`src/rtl/seg_scan_2digit.sv`:
```
// -----------------------------------------------------------------------------
// seg_scan_2digit
//
// Two-digit multiplexed 7-segment display driver. It takes the tens and units
// segment patterns from the upstream counter and time-multiplexes them onto a
// shared segment bus with one anode enable per digit.
//
// The input patterns are captured once per frame into shadow registers, so a
// digit never tears mid-frame. Each digit slot starts with a short blanking
// guard that suppresses ghosting while the anodes switch. An optional
// leading-zero blank hides the tens digit when it shows "0".
//
// Ports
//   clock       system clock; all state on the rising edge
//   reset       asynchronous, active-low reset
//   enable      scan enable; low = display dark, scan frozen
//   digit1      tens pattern  {a,b,c,d,e,f,g}, 1 = segment lit
//   digit0      units pattern {a,b,c,d,e,f,g}, 1 = segment lit
//   seg         shared segment bus, polarity set by SEG_ACTIVE_LOW
//   an          anode enables, an[0] = units, an[1] = tens, polarity set by
//               AN_ACTIVE_LOW
//   slot        current slot state: 0 = units, 1 = tens
//   frame_tick  one-cycle pulse on the cycle after the shadows load
// -----------------------------------------------------------------------------
module seg_scan_2digit #(
    parameter int REFRESH_DIV    = 50000,  // clock cycles per digit slot, >= 2
    parameter int BLANK_CYCLES   = 16,     // guard cycles per slot, < REFRESH_DIV
    parameter bit SEG_ACTIVE_LOW = 1'b1,
    parameter bit AN_ACTIVE_LOW  = 1'b1,
    parameter bit LZ_BLANK       = 1'b1
) (
    input  logic       clock,
    input  logic       reset,
    input  logic       enable,
    input  logic [6:0] digit1,
    input  logic [6:0] digit0,
    output logic [6:0] seg,
    output logic [1:0] an,
    output logic       slot,
    output logic       frame_tick
);

    localparam int            CW         = $clog2(REFRESH_DIV);
    localparam logic [CW-1:0] CNT_LAST   = CW'(REFRESH_DIV - 1);
    localparam logic [6:0]    GLYPH_ZERO = 7'b1111110;

    // Inactive levels of the output buses. XOR-ing an active-high value into
    // these applies the configured polarity.
    localparam logic [6:0] SEG_OFF = {7{SEG_ACTIVE_LOW}};
    localparam logic [1:0] AN_OFF  = {2{AN_ACTIVE_LOW}};

    typedef enum logic {
        PH_GUARD = 1'b0,  // anodes and segments off
        PH_SHOW  = 1'b1   // current slot's anode on, its pattern on the bus
    } phase_t;

    // -------------------------------------------------------------------------
    // Slot counter and shadow capture
    // -------------------------------------------------------------------------
    logic [CW-1:0] cnt;
    logic [6:0]    sh1;
    logic [6:0]    sh0;
    logic          slot_end;
    logic          capture;

    assign slot_end = (cnt == CNT_LAST);
    // Capture on the last cycle of the tens slot, i.e. at the frame boundary.
    // The capturing edge is also the slot toggle, so the fresh shadows are
    // first seen in the units slot after its guard phase.
    assign capture  = enable && slot_end && slot;

    // NOTE: sequential state uses non-blocking assignments so every register
    // samples the pre-edge values, independent of statement order.
    always_ff @(posedge clock or negedge reset) begin
        if (!reset) begin
            cnt        <= '0;
            slot       <= 1'b0;
            sh1        <= 7'b0;
            sh0        <= 7'b0;
            frame_tick <= 1'b0;
        end else begin
            frame_tick <= capture;
            if (enable) begin
                if (slot_end) begin
                    cnt  <= '0;
                    slot <= ~slot;
                end else begin
                    cnt <= cnt + 1'b1;
                end
            end
            if (capture) begin
                sh1 <= digit1;
                sh0 <= digit0;
            end
        end
    end

    // -------------------------------------------------------------------------
    // Per-slot phase FSM. The state register also holds the slot and pattern
    // that go with the phase, so the output decode depends only on registers
    // and the bus lags cnt/slot by exactly one cycle.
    // -------------------------------------------------------------------------
    phase_t     phase;
    phase_t     phase_next;
    logic       disp_slot;
    logic [6:0] disp_pat;
    logic       in_guard;
    logic       lz_hide;

    assign in_guard = (int'(cnt) < BLANK_CYCLES);
    assign lz_hide  = LZ_BLANK && slot && (sh1 == GLYPH_ZERO);

    // State register
    always_ff @(posedge clock or negedge reset) begin
        if (!reset) begin
            phase     <= PH_GUARD;
            disp_slot <= 1'b0;
            disp_pat  <= 7'b0;
        end else begin
            phase     <= phase_next;
            disp_slot <= slot;
            disp_pat  <= slot ? sh1 : sh0;
        end
    end

    // Next-state logic. A disabled scan and a hidden leading zero both look
    // exactly like the guard phase on the outputs.
    // NOTE: each combinational output gets a default first, so no path
    // through the block can leave it unassigned and infer a latch.
    always_comb begin
        phase_next = PH_GUARD;
        if (enable && !in_guard && !lz_hide) begin
            phase_next = PH_SHOW;
        end
    end

    // Output decode. Only one anode bit can be flipped, so at most one digit
    // is ever driven.
    always_comb begin
        an  = AN_OFF;
        seg = SEG_OFF;
        if (phase == PH_SHOW) begin
            an  = AN_OFF ^ (disp_slot ? 2'b10 : 2'b01);
            seg = SEG_OFF ^ disp_pat;
        end
    end

endmodule

```
`config.mk`:
```
export PLATFORM = sky130hd
export DESIGN_NAME = seg_scan_2digit
export DESIGN_NICKNAME = d
export VERILOG_FILES = /design/src/rtl/seg_scan_2digit.sv
export SDC_FILE = /design/constraint.sdc
export NUM_CORES = 1
export LEC_CHECK = 0
export ABC_CLOCK_PERIOD_IN_PS = 2060
export BUFFER_PORTS_ARGS = -buffer_cell sky130_fd_sc_hd__buf_2
export CORE_ASPECT_RATIO = 1.75
export CORE_MARGIN = 4
export CORE_UTILIZATION = 55
export DETAILED_ROUTE_END_ITERATION = 6
export GPL_TIMING_DRIVEN = 0
export PLACE_DENSITY = 0.75
export SLEW_MARGIN = 20
export SYNTH_ARGS = -nofsm -noshare
export SYNTH_HDL_FRONTEND = slang
export SYNTH_SLANG_ARGS = --single-unit
export TNS_END_PERCENT = 10
```
`constraint.sdc`:
```
create_clock -name clock -period 2.06 [get_ports clock]
set_input_delay 0.103 -clock clock [delete_from_list [all_inputs] [get_ports clock]]
set_output_delay 0.103 -clock clock [all_outputs]
set_load 0.005 [all_outputs]
```
==> impl_metrics.ini <==
[routing]
routed_wl_um = 3330
viasPerCell = 5.43
drt-initial-drc-count = 17
drt-pass1-iter-count = 4
antenna_left = 0
detail_route.wl_per_cell_um = 14.2
drc_errors = 0
routed-via-count = 1270

[layout]
stdcell_area_um2 = 2120
fin_nets = 208
drive_gt1_share_pct = 34.0
antenna_cells = 0
areaGrowthSynthToFinish_pct = 16.8

[pwr]
p_seq_share_pct = 55.4
combPwrFrac_pct = 10.5
p_int_mw = 1.24
total_power_mw = 1.66
power.leakage_nw = 1.02
ir_drop_mv = 0.665
swShare_pct = 25.6
power_frac_clock_pct = 34.1
switching_power_mw = 0.424
p_per_area_nw_per_um2 = 784

[grt]
grt_pass1_wl_um = 6020
grt_max_degree = 42
track_usage_pct = 18.7
grt_overflow = 0
antenna_found_initial = 0
grt_pass1_vias = 1296

[sta]
hold_viol_final = 0
post-route-period-util_pct = 91.8
worst_slew_pin_slew_ps = 874
tns_ps = 0
maxSlewHeadroom_pct = 41.7
finalSetupViolCount = 0
post-route-min-period_ps = 1890
rsz0062_at_grt = false
max_freq_mhz = 529
fin_worst_skew_ps = 6.68
worst_slack_ps = 170
maxSlewViolCount = 0

[floorplanning]
dieArea_um2 = 4320
initial_core_util_pct = 57.1
die_x_um = 51.4
row_count = 27
num_io_pins = 28
die_h_um = 84.0
core_um2 = 3180

[setup_path]
r2r_start = cnt[11]
cp-start-kind = flop
crit_fanout = 3
cp.required_ps = 2230
crit_path_start = cnt[11]
cp-end-kind = flop
crit_type = reg -> reg
arrival_ps = 2060
r2r_slack_ps = 170
reg2reg_depth = 4
worstReg2RegEnd = cnt[3]

[clock_network]
htree_num_levels = 2
clk_path_buf_depth = 2
clock-sinks = 41
numCtsBuffers = 5
cts_root_buf = clkbuf_8
insertion_delay_ps = 290
clkTransAtPathRegs_ps = 80
cts_tree = yes

[outcome]
outcome = complete, no violations

[hold_path]
hold_start = digit0[5]
hold_class = in -> reg
hold_depth = 2
hold_end = sh0[5]

[placement]
hpwl_um = 2440
place_congestion = 0.816
io_buffers = 26
place_area_um2 = 2000
post-place-ws_ps = -52.7

[synth]
synth_cell_types = 33
syn_nets = 174
seq_area_frac_synth_pct = 56.6
synthCells = 156
synth_area_per_cell_um2 = 11.6
synth_warnings = 0
ys_seq_elements = 41
syn_area_um2 = 1810

[flow_run]
max_cap_viol_count = 0
cell type report:
class	instances	area, µm²
plain buffers	5	25.0
clock buffers	7	96.3
clock inverters	1	5.00
fillers	276	1060
inverters	3	11.3
multi-input cells	106	753
flip-flops and latches	41	1030
well taps	43	53.8
repair buffers	28	148
layout by cell type, fill, tap and decap left out, drive strengths merged:
cell type / Yosys / final
clkinv: 0 / 1
and4: 1 / 1
or4: 2 / 2
nand2b: 3 / 3
xor2: 6 / 6
nand4b: 1 / 1
nor4: 1 / 1
nor4b: 1 / 1
clkbuf: 3 / 10
nor3: 8 / 8
nand2: 23 / 23
nand3: 6 / 6
o31ai: 2 / 2
and3: 1 / 1
dlygate4sd3: 0 / 1
dfrtp: 41 / 41
inv: 3 / 3
o211ai: 2 / 2
buf: 3 / 29
ha: 1 / 1
a31oi: 1 / 1
a21oi: 2 / 2
xnor2: 5 / 5
o22ai: 1 / 1
or4bb: 1 / 1
and2: 1 / 1
nand4: 3 / 3
or3: 1 / 1
nor2: 8 / 8
mux2: 21 / 21
or2: 1 / 1
o21ai: 3 / 3
worst max path at each step:
| stage | end | cells after the start |
|---|---|---|
| after global placement | sh0[1] | 7 |
| after detailed placement | sh1[1] | 7 |
| after floorplan | sh0[0] | 7 |
| after global routing | sh1[2] | 6 |
| final | cnt[3] | 4 |
| after CTS | sh1[2] | 6 |
worst max-delay path: stages (launching register included):
cell and delay [ps]:
dfrtp_1 430, nor4_2 340, or4bb_2 700, o211ai_1 190
o211ai_1 110
per-stage QoR:
stage               util (%)  hold slack, ps  instances
floorplan                  -            -193        156
global placement        62.9             254        225
detailed placement      62.9             271        225
CTS                     66.7            34.4        235
global route            66.7            31.4        234
finish                  66.7            42.1        234
Yosys cell counts:
library cell,n,area [µm²]
a31oi_1,1,6.26
nand2b_1,3,18.8
nor4_1,1,6.26
clkbuf_2,1,5.00
nand2_1,22,82.6
or4_1,2,15.0
buf_2,1,5.00
mux2_2,21,236
dfrtp_1,41,1030
and4_1,1,8.76
nand4b_1,1,8.76
a21oi_1,2,10.0
clkbuf_1,2,7.51
or2_1,1,6.26
or3_4,1,11.3
nand2_2,1,6.26
xnor2_1,5,43.8
or4bb_2,1,12.5
o22ai_1,1,6.26
nor4b_4,1,23.8
inv_1,3,11.3
nand4_1,3,18.8
o211ai_1,2,15.0
nor3_1,8,40.0
o31ai_1,2,15.0
ha_1,1,12.5
o21ai_0,3,15.0
nand3_1,6,30.0
buf_4,2,15.0
nor2_1,8,30.0
and2_1,1,6.26
xor2_1,6,52.6
and3_1,1,6.26
registers in the layout, indices dropped and copies added, names as in the netlist:
register    flops
disp_pat        7
disp_slot       1
sh1             7
slot            1
cnt            16
sh0             7
phase           1
frame_tick      1
per-layer routing:
metal	up-vias	track usage [%]	part of all wire, %
li1	606	-	-
met1	626	21.5	40
met2	28	30.4	51
met3	10	5.01	5.0
met4	0	10.5	3.5
met5	-	0	0
cells by family after synthesis:
kind of cell / count (synthesis) / synth area share (%)
mux: 21 / 13.0
flops: 41 / 56.6
fa+ha+maj: 1 / 0.690
xor+xnor: 11 / 5.31
compound gates: 11 / 3.72
buf+inv: 9 / 2.41
simple gates: 62 / 18.3
repair_timing:
action                                 CTS  global route
setup buffers                            1             0
endpoints found under the hold margin   41             0
setup endpoints to repair                9             9
pin swaps                                1             0
resized for setup                        0             2
hold buffers                             1             0
power by group through the flow:
stage               logic, mW  clock network [mW]  registers [mW]
finish                  0.174               0.566           0.920
floorplan               0.115                   0           0.917
detailed placement      0.167                   0           0.930
CTS                     0.172               0.581           0.914
global route            0.209               0.620           0.930
global placement        0.158                   0           0.926
Note: power is estimated with default switching activity, not from simulation.
